File: src/rtl/window_streamer_if.sv
// Bundles the start/origin request, the image SRAM read port and the tap stream
// that feeds the gradient stage; master is the streamer, slave is its environment.
interface window_streamer_if #(
  parameter int IMG_W  = 8,
  parameter int IMG_H  = 8,
  parameter int PIX_W  = 8,
  parameter int DATA_W = 14,
  parameter int ADDR_W = 6,
  parameter int X_W    = $clog2(IMG_W),
  parameter int Y_W    = $clog2(IMG_H)
);
  logic              i_start;
  logic [X_W-1:0]    i_ox;
  logic [Y_W-1:0]    i_oy;
  logic              o_busy;
  logic              o_done;
  logic              o_sram_ren;
  logic [ADDR_W-1:0] o_sram_addr;
  logic [PIX_W-1:0]  i_sram_rdata;
  logic              o_filter_valid;
  logic [3:0]        o_count;
  logic [DATA_W-1:0] o_data;

  modport master (
    input  i_start, i_ox, i_oy, i_sram_rdata,
    output o_busy, o_done, o_sram_ren, o_sram_addr, o_filter_valid, o_count, o_data
  );

  modport slave (
    output i_start, i_ox, i_oy, i_sram_rdata,
    input  o_busy, o_done, o_sram_ren, o_sram_addr, o_filter_valid, o_count, o_data
  );
endinterface

File: src/rtl/window_streamer.sv
// Streams the four 3x3 neighbourhoods of a 2x2 output block from the image SRAM,
// zero-padding out-of-image taps and marking window boundaries for the gradient stage.
module window_streamer #(
  parameter int IMG_W  = 8,
  parameter int IMG_H  = 8,
  parameter int PIX_W  = 8,
  parameter int DATA_W = 14,
  parameter int ADDR_W = 6
) (
  input logic               clk,
  input logic               rst_n,
  window_streamer_if.master ws
);
  localparam int X_W = $clog2(IMG_W);
  localparam int Y_W = $clog2(IMG_H);
  // Two spare bits: one for the sign, one for centres one past the last pixel.
  localparam int CW  = ((X_W > Y_W) ? X_W : Y_W) + 2;

  localparam logic signed [CW-1:0] ZERO_S  = '0;
  localparam logic signed [CW-1:0] ONE_S   = CW'(1);
  localparam logic signed [CW-1:0] IMG_W_S = CW'(IMG_W);
  localparam logic signed [CW-1:0] IMG_H_S = CW'(IMG_H);

  typedef enum logic [1:0] {IDLE, STREAM, FLUSH, DONE} state_t;

  state_t            state, state_n;
  logic [1:0]        win, win_n;
  logic [3:0]        tap, tap_n;
  logic [X_W-1:0]    ox_q, ox_n;
  logic [Y_W-1:0]    oy_q, oy_n;
  logic              load_tap;
  logic              fv_n;

  logic signed [CW-1:0] tap_px, tap_py;
  logic                 pad;
  logic [ADDR_W-1:0]    tap_addr;

  logic [3:0]        count_q, count_n;
  logic              ren_q, ren_n;
  logic [ADDR_W-1:0] addr_q, addr_n;
  logic              fv_q;
  logic              rd_flag;

  always_ff @(posedge clk or negedge rst_n) begin
    if (!rst_n) state <= IDLE;
    else        state <= state_n;
  end

  // Decide which tap (if any) is presented next cycle; outputs are registered from it.
  always_comb begin
    state_n  = state;
    win_n    = win;
    tap_n    = tap;
    ox_n     = ox_q;
    oy_n     = oy_q;
    load_tap = 1'b0;
    fv_n     = 1'b0;
    case (state)
      IDLE: begin
        if (ws.i_start) begin
          state_n  = STREAM;
          win_n    = 2'd0;
          tap_n    = 4'd0;
          ox_n     = ws.i_ox;
          oy_n     = ws.i_oy;
          load_tap = 1'b1;
        end
      end
      STREAM: begin
        if (tap == 4'd8) begin
          fv_n = 1'b1;
          if (win == 2'd3) begin
            state_n = FLUSH;
          end else begin
            win_n    = win + 2'd1;
            tap_n    = 4'd0;
            load_tap = 1'b1;
          end
        end else begin
          tap_n    = tap + 4'd1;
          load_tap = 1'b1;
        end
      end
      FLUSH:   state_n = DONE;
      DONE:    state_n = IDLE;
      default: state_n = IDLE;
    endcase
  end

  always_comb begin
    tap_px   = $signed(CW'(ox_n)) + $signed(CW'(win_n[0])) + $signed(CW'(tap_n % 4'd3)) - ONE_S;
    tap_py   = $signed(CW'(oy_n)) + $signed(CW'(win_n[1])) + $signed(CW'(tap_n / 4'd3)) - ONE_S;
    pad      = (tap_px < ZERO_S) || (tap_px >= IMG_W_S) || (tap_py < ZERO_S) || (tap_py >= IMG_H_S);
    tap_addr = ADDR_W'($unsigned(tap_py)) * ADDR_W'(IMG_W) + ADDR_W'($unsigned(tap_px));
    count_n  = load_tap ? tap_n : 4'hF;
    ren_n    = load_tap && !pad;
    addr_n   = ren_n ? tap_addr : '0;
  end

  always_ff @(posedge clk or negedge rst_n) begin
    if (!rst_n) begin
      win     <= '0;
      tap     <= '0;
      ox_q    <= '0;
      oy_q    <= '0;
      count_q <= 4'hF;
      ren_q   <= 1'b0;
      addr_q  <= '0;
      fv_q    <= 1'b0;
      rd_flag <= 1'b0;
    end else begin
      win     <= win_n;
      tap     <= tap_n;
      ox_q    <= ox_n;
      oy_q    <= oy_n;
      count_q <= count_n;
      ren_q   <= ren_n;
      addr_q  <= addr_n;
      fv_q    <= fv_n;
      rd_flag <= ren_q;
    end
  end

  // The SRAM answers one cycle after the read, so padded taps are forced to zero here.
  assign ws.o_data         = rd_flag ? DATA_W'(ws.i_sram_rdata) : '0;
  assign ws.o_busy         = (state != IDLE);
  assign ws.o_done         = (state == DONE);
  assign ws.o_sram_ren     = ren_q;
  assign ws.o_sram_addr    = addr_q;
  assign ws.o_filter_valid = fv_q;
  assign ws.o_count        = count_q;
endmodule

File: src/flat_wrapper.sv
// flat-port wrapper written by rule: the top's interface ports become plain ports
module window_streamer_flat 
#(
  parameter int IMG_W  = 8,
  parameter int IMG_H  = 8,
  parameter int PIX_W  = 8,
  parameter int DATA_W = 14,
  parameter int ADDR_W = 6
)
  (clk, rst_n, ws_i_start, ws_i_ox, ws_i_oy, ws_i_sram_rdata, ws_o_busy, ws_o_done, ws_o_sram_ren, ws_o_sram_addr, ws_o_filter_valid, ws_o_count, ws_o_data);
  window_streamer_if #(.IMG_W(IMG_W), .IMG_H(IMG_H), .PIX_W(PIX_W), .DATA_W(DATA_W), .ADDR_W(ADDR_W)) ws_i ();
  input logic clk;
  input logic rst_n;
  input wire logic [$bits(ws_i.i_start)-1:0] ws_i_start;
  input wire logic [$bits(ws_i.i_ox)-1:0] ws_i_ox;
  input wire logic [$bits(ws_i.i_oy)-1:0] ws_i_oy;
  input wire logic [$bits(ws_i.i_sram_rdata)-1:0] ws_i_sram_rdata;
  output wire logic [$bits(ws_i.o_busy)-1:0] ws_o_busy;
  output wire logic [$bits(ws_i.o_done)-1:0] ws_o_done;
  output wire logic [$bits(ws_i.o_sram_ren)-1:0] ws_o_sram_ren;
  output wire logic [$bits(ws_i.o_sram_addr)-1:0] ws_o_sram_addr;
  output wire logic [$bits(ws_i.o_filter_valid)-1:0] ws_o_filter_valid;
  output wire logic [$bits(ws_i.o_count)-1:0] ws_o_count;
  output wire logic [$bits(ws_i.o_data)-1:0] ws_o_data;
  assign ws_i.i_start = ws_i_start;
  assign ws_i.i_ox = ws_i_ox;
  assign ws_i.i_oy = ws_i_oy;
  assign ws_i.i_sram_rdata = ws_i_sram_rdata;
  assign ws_o_busy = ws_i.o_busy;
  assign ws_o_done = ws_i.o_done;
  assign ws_o_sram_ren = ws_i.o_sram_ren;
  assign ws_o_sram_addr = ws_i.o_sram_addr;
  assign ws_o_filter_valid = ws_i.o_filter_valid;
  assign ws_o_count = ws_i.o_count;
  assign ws_o_data = ws_i.o_data;
  window_streamer #(.IMG_W(IMG_W), .IMG_H(IMG_H), .PIX_W(PIX_W), .DATA_W(DATA_W), .ADDR_W(ADDR_W)) u_core (.clk(clk), .rst_n(rst_n), .ws(ws_i));
endmodule
File: config.mk
export PLATFORM = sky130hd
export DESIGN_NAME = window_streamer_flat
export DESIGN_NICKNAME = d
export VERILOG_FILES = /design/src/rtl/window_streamer_if.sv /design/src/rtl/window_streamer.sv /design/src/flat_wrapper.sv
export SDC_FILE = /design/constraint.sdc
export NUM_CORES = 1
export LEC_CHECK = 0
export ABC_AREA = 1
export CELL_PAD_IN_SITES_DETAIL_PLACEMENT = 1
export CELL_PAD_IN_SITES_GLOBAL_PLACEMENT = 1
export CORE_ASPECT_RATIO = 0.5
export CORE_MARGIN = 2
export CORE_UTILIZATION = 41
export DETAILED_ROUTE_END_ITERATION = 6
export GPL_TIMING_DRIVEN = 0
export HOLD_SLACK_MARGIN = 0.1
export MAX_ROUTING_LAYER = met4
export PLACE_DENSITY = 0.9
export SLEW_MARGIN = 30
export SYNTH_ARGS = -nofsm -noshare
export SYNTH_HDL_FRONTEND = slang
export SYNTH_SLANG_ARGS = --single-unit
File: constraint.sdc
create_clock -name clk -period 13.8 [get_ports clk]
set_input_delay 2.07 -clock clk [delete_from_list [all_inputs] [get_ports clk]]
set_output_delay 2.07 -clock clk [all_outputs]
set_load 0.02 [all_outputs]
==> impl_metrics.py, run 1 <==
metrics = {
    "global_route": {
        "antenna_found_initial": 0,
        "grt_max_degree": 28,
        "grt_pass1_wl_um": 8770,
        "grt-ovfl-total": 0,
        "grt_pass1_vias": 1841,
        "grt_util_all_layers": 0.195,
    },
    "sta": {
        "tightest_slew_ns": 0.620,
        "skew_ns": 0.00573,
        "relSlewSlack": 0.586,
        "max_freq_ghz": 0.149,
        "fin_crit_sh": 0.487,
        "maxSlewViolCount": 0,
        "finalCriticalPeriod_ns": 6.72,
        "setup_tns_ns": 0,
        "rsz0062_at_grt": "no",
        "finalSetupViolCount": 0,
        "hold_viol_final": 0,
    },
    "setup_path": {
        "crit_path_max_incr_delay_ns": 0.48,
        "end_kind": "flop",
        "crit_family": "adder cells",
        "slowest_stage": "clkdlybuf4s50_1",
        "arrival_ns": 6.89,
        "criticalPathCategory": "input port to flop",
        "crit_path_max_fanout": 5,
        "startpoint_type": "input port",
        "crit_buf_inv": 7,
        "cp.required_ns": 13.98,
    },
    "drt": {
        "wl_per_cell_um": 14.7,
        "via_per_inst": 4.77,
        "drc_errors": 0,
        "wirelength_um": 5300,
        "firstDrtPassIters": 4,
        "vias": 1717,
        "drt_iter0_markers": 40,
        "antenna_left": 0,
    },
    "clocking": {
        "clkTransAtPathRegs_ns": 0.10,
        "cts_tree": "yes",
        "clk_latency_ns": 0.28,
        "clk_path_buf_depth": 2,
        "cts_setup_buffers": 0,
        "numCtsBuffers": 3,
        "cts_resized": 0,
        "ctsHoldBuffers": 0,
        "cts_root_buf": "clkbuf_8",
        "clock-sinks": 27,
        "htreeDepth": 1,
    },
    "synth": {
        "yosys.area_share.simple": 0.246,
        "syn_area_um2": 2150,
        "yosys_warnings": 0,
        "syn_area_per_cell_um2": 8.85,
        "yosysSeqAreaShare": 0.317,
        "synth_top_family_by_area": "simple AND/OR/NAND/NOR gates",
        "synth_compound_area_frac": 0.0640,
        "muxShareOfSynthArea": 0.0314,
        "ys_seq_elements": 27,
        "synth_xor_area_frac": 0.0326,
        "synth_cell_types": 32,
        "yosys.area_share.adder": 0.185,
        "synth_cells": 243,
    },
    "worst_hold_path": {
        "hold_class": "flop to flop",
    },
    "finish": {
        "nets": 338,
        "fill_cells": 589,
        "n_antenna_cell": 0,
        "final_cell_mix": "inv_1 (50), clkdlybuf4s50_1 (37), nand2_1 (35)",
        "syn2layout_area_growth_pct": 24.7,
        "final_common_cell": "inv_1",
        "drive_gt1_frac": 0.228,
    },
    "floorplan": {
        "io_pins": 45,
        "fp.dieW_um": 106,
        "fp-row-count": 18,
        "start_util": 0.432,
        "dieArea_um2": 5870,
        "fp.dieH_um": 55.2,
        "core_area_um2": 4980,
    },
    "outcome": {
        "status": "complete, no violations",
    },
    "place": {
        "gp_congestion": 0.781,
        "portBuffers": 38,
        "dp_hpwl_um": 4260,
    },
    "flow_run": {
        "drv_cap": 0,
    },
}
==> path summary, 6_finish.rpt <==
path | startpoint | slack [ns] | endpoint | cells after the start
max in group asynchronous | rst_n | 11.60 | u_core.ox_q[1]$_DFF_PN0_ | 1
min in group asynchronous | rst_n | 1.79 | u_core.tap[1]$_DFF_PN0_ | 1
worst min-delay path | u_core.ws.o_sram_ren$_DFF_PN0_ | 0.41 | u_core.rd_flag$_DFF_PN0_ | 0
worst max register to register | u_core.state[1]$_DFFE_PN0P_ | 8.51 | u_core.ws.o_sram_addr[5]$_DFF_PN0_ | 31
worst min register to register | u_core.ws.o_sram_ren$_DFF_PN0_ | 0.41 | u_core.rd_flag$_DFF_PN0_ | 0
worst max-delay path | ws_i_start | 7.08 | u_core.ws.o_sram_addr[5]$_DFF_PN0_ | 30
==> sequential cells by signal (all words and copies together), names as in the netlist <==
register and count:
u_core.ws.o_sram_addr 6, u_core.tap 4, u_core.ws.o_count 4, u_core.ox_q 3, u_core.oy_q 3, u_core.state 2
u_core.win 2, u_core.rd_flag 1, u_core.ws.o_filter_valid 1, u_core.ws.o_sram_ren 1
==> layer usage <==
metal | global-route usage | wire length (um)
met1 | 0.211 | 2120
met2 | 0.363 | 2830
met3 | 0.0390 | 240
met4 | 0.0583 | 110
met5 | - | 0
==> worst register-to-register path: cells and delay by family (launching register included) <==
kind / cells / cell delay (ns)
AOI/OAI and AO/OA: 2 / 0.28
xor gates and xnor gates: 2 / 0.49
buffers and inverters: 7 / 0.51
DFF: 1 / 0.41
adders and majority gates: 8 / 2.20
and+or+nand+nor: 12 / 1.30
==> per-stage QoR <==
stage	utilization	setup WS, ns	instance area, um2	hold WS (ns)	cells
2_1_floorplan	-	7.87	2170	0.475	248
3_3_place_gp	0.530	6.99	2640	0.361	356
3_5_place_dp	0.529	6.86	2630	0.381	356
4_1_cts	0.538	7.03	2680	0.409	360
5_1_grt	0.538	6.80	2680	0.430	360
6_report	0.538	7.08	2680	0.406	360
==> synth_stat cells <==
cell type | number | share of area
a21o_1 | 1 | 0.0035
a21oi_1 | 7 | 0.016
a21oi_4 | 1 | 0.0076
buf_4 | 6 | 0.021
clkbuf_1 | 1 | 0.0017
clkinv_4 | 1 | 0.0041
conb_1 | 1 | 0.0017
dfrtp_1 | 23 | 0.27
dfstp_2 | 4 | 0.049
fa_1 | 3 | 0.028
ha_1 | 27 | 0.16
inv_1 | 50 | 0.087
inv_2 | 5 | 0.0087
mux2_2 | 6 | 0.031
nand2_1 | 35 | 0.061
nand2_2 | 8 | 0.023
nand2_4 | 6 | 0.031
nand3_1 | 7 | 0.016
nand3_2 | 4 | 0.019
nand3_4 | 2 | 0.016
nand3b_1 | 1 | 0.0035
nand4_1 | 1 | 0.0029
nor2_1 | 7 | 0.012
nor2_2 | 10 | 0.029
nor2_4 | 5 | 0.026
nor3_1 | 2 | 0.0047
o21ai_0 | 5 | 0.012
o21ai_1 | 3 | 0.0070
o21ai_4 | 1 | 0.0076
o21bai_2 | 2 | 0.010
xnor2_1 | 4 | 0.016
xor2_1 | 4 | 0.016
==> logic make-up (layout without fill, tap and decap cells) <==
kind of cell,count (synthesis),after routing
and+or+nand+nor,88,88
muxes,6,6
AOI/OAI and AO/OA,20,20
xor gates and xnor gates,8,8
other,1,6
DFF,27,27
buffers and inverters,63,105
adders and majority gates,30,30
==> area by class of cell <==
| class | instances | area (um2) | share of cell area |
|---|---|---|---|
| Timing Repair Buffer | 38 | 375 | 0.140 |
| Multi-Input combinational cell | 158 | 1220 | 0.457 |
| Tap cell | 70 | 87.6 | 0.0327 |
| Sequential cell | 27 | 681 | 0.254 |
| Inverter | 56 | 215 | 0.0803 |
| Clock inverter | 1 | 7.51 | 0.00280 |
| Buffer | 7 | 48.8 | 0.0182 |
| Clock buffer | 3 | 41.3 | 0.0154 |
Power of run 1 is left out: the tool's default activity adds up to more than one toggle a clock period on the data nets, which glitch-free logic cannot reach.
==> run 2: changes to the inputs <==
--- a/config.mk
+++ b/config.mk
@@ -10,12 +10,12 @@
 export CELL_PAD_IN_SITES_GLOBAL_PLACEMENT = 1
 export CORE_ASPECT_RATIO = 0.5
 export CORE_MARGIN = 2
-export CORE_UTILIZATION = 41
+export CORE_UTILIZATION = 35
 export DETAILED_ROUTE_END_ITERATION = 6
 export GPL_TIMING_DRIVEN = 0
 export HOLD_SLACK_MARGIN = 0.1
 export MAX_ROUTING_LAYER = met4
-export PLACE_DENSITY = 0.9
+export PLACE_DENSITY = 0.82
 export SLEW_MARGIN = 30
 export SYNTH_ARGS = -nofsm -noshare
 export SYNTH_HDL_FRONTEND = slang
==> constraint.sdc (replaced) <==
create_clock -name clk -period 6.04 [get_ports clk]
set_input_delay 0.906 -clock clk [delete_from_list [all_inputs] [get_ports clk]]
set_output_delay 0.906 -clock clk [all_outputs]
set_load 0.02 [all_outputs]
==> impl_metrics.py, run 2 (synthesis results as in run 1) <==
metrics = {
    "outcome": {
        "status": "complete, no violations",
    },
    "finish": {
        "final_common_cell": "inv_1",
        "largest_register_ffs": 6,
        "n_antenna_cell": 0,
        "final_cell_mix": "inv_1 (50), clkdlybuf4s50_1 (37), nand2_1 (35)",
        "syn2layout_area_growth_pct": 26.7,
        "nets": 338,
        "drive_gt1_frac": 0.228,
    },
    "setup_path": {
        "end_kind": "flop",
        "slowest_stage": "clkdlybuf4s50_1",
        "startpoint_type": "input port",
        "r2r-end": "u_core.ws.o_sram_addr[5]$_DFF_PN0_",
        "crit_path_max_fanout": 5,
        "crit_start": "ws_i_start",
        "timing.rr.start": "u_core.state[1]$_DFFE_PN0P_",
        "cp.required_ns": 6.19,
        "crit_path_max_incr_delay_ns": 0.48,
        "r2r_slack_ns": 0.84,
        "arrival_ns": 5.64,
        "crit_end": "u_core.ws.o_sram_addr[5]$_DFF_PN0_",
        "reg2regPathDepth": 31,
        "criticalPathCategory": "input port to flop",
    },
    "sta": {
        "fin_crit_sh": 0.909,
        "relSlewSlack": 0.586,
        "finalCriticalPeriod_ns": 5.49,
        "setup_tns_ns": 0,
        "maxSlewViolCount": 0,
        "max_freq_ghz": 0.182,
        "skew_ns": 0.00255,
        "hold_viol_final": 0,
        "tightest_slew_ns": 0.620,
        "rsz0062_at_grt": "no",
        "finalSetupViolCount": 0,
    },
    "worst_hold_path": {
        "hold_class": "flop to flop",
        "hp-start": "u_core.ws.o_sram_ren$_DFF_PN0_",
    },
    "floorplan": {
        "dieArea_um2": 6820,
        "fp.dieW_um": 115,
        "io_pins": 45,
        "core_area_um2": 6010,
        "fp-row-count": 20,
        "fp.dieH_um": 59.4,
        "start_util": 0.358,
    },
    "clocking": {
        "cts_setup_buffers": 0,
        "clock-sinks": 27,
        "clk_latency_ns": 0.26,
        "ctsHoldBuffers": 0,
        "cts_tree": "yes",
        "cts_root_buf": "clkbuf_16",
        "htreeDepth": 1,
        "clk_path_buf_depth": 2,
        "numCtsBuffers": 3,
        "clkTransAtPathRegs_ns": 0.07,
        "cts_resized": 0,
    },
    "place": {
        "portBuffers": 38,
        "dp_hpwl_um": 3980,
        "gp_congestion": 0.798,
    },
    "global_route": {
        "grt_pass1_vias": 1826,
        "grt-ovfl-total": 0,
        "grt_max_degree": 28,
        "antenna_found_initial": 0,
        "grt_util_all_layers": 0.160,
        "grt_pass1_wl_um": 8430,
    },
    "drt": {
        "antenna_left": 0,
        "drc_errors": 0,
        "wirelength_um": 4830,
        "firstDrtPassIters": 4,
        "wl_per_cell_um": 13.1,
        "via_per_inst": 4.51,
        "vias": 1657,
        "drt_iter0_markers": 36,
    },
    "flow_run": {
        "drv_cap": 0,
    },
}
## run 2: cell counts in the layout (fill, tap and decap cells not counted)
No cell type changed its count.
## run 2: worst min path at each step
stage / endpoint / slack (ns) / cells after the start
final: u_core.rd_flag$_DFF_PN0_ / 0.40 / 0
after global routing: u_core.rd_flag$_DFF_PN0_ / 0.40 / 0
after CTS: u_core.rd_flag$_DFF_PN0_ / 0.40 / 0
after detailed placement: u_core.rd_flag$_DFF_PN0_ / 0.38 / 0
after global placement: u_core.rd_flag$_DFF_PN0_ / 0.36 / 0
after floorplan: u_core.ox_q[0]$_DFF_PN0_ / 0.47 / 1
## run 2: per-layer routing
layer | track usage | routed length, um | vias to the layer above
met1 | 0.191 | 2090 | 806
met5 | - | 0 | -
met4 | 0.0207 | 4 | 0
li1 | - | - | 829
met2 | 0.303 | 2640 | 20
met3 | 0.0194 | 90 | 2
## run 2: area by class of cell
cell class	count	area (um2)
buffer	7	48.8
clock buffer	3	75.1
clock inverter	1	7.51
fill	711	3280
inverter	56	215
multi-input combinational	158	1220
sequential	27	681
tap	77	96.3
timing repair buffer	38	375
## run 2: worst max-delay path: cells and delay by family
| kind | cells | cell delay (ns) |
|---|---|---|
| buf+inv | 7 | 0.82 |
| xor+xnor | 2 | 0.46 |
| simple gates | 12 | 1.29 |
| fa+ha+maj | 7 | 1.87 |
| compound gates | 2 | 0.27 |
## run 2: through the flow
step | std cells | instance area (um2) | setup slack, ns | utilization | hold slack [ns]
floorplan | 248 | 2170 | 1.28 | - | 0.475
global placement | 363 | 2650 | 0.382 | 0.440 | 0.361
detailed placement | 363 | 2640 | 0.236 | 0.440 | 0.376
CTS | 367 | 2720 | 0.482 | 0.453 | 0.404
global route | 367 | 2720 | 0.162 | 0.453 | 0.402
finish | 367 | 2720 | 0.548 | 0.453 | 0.395
Power of run 2 is left out for the same reason.
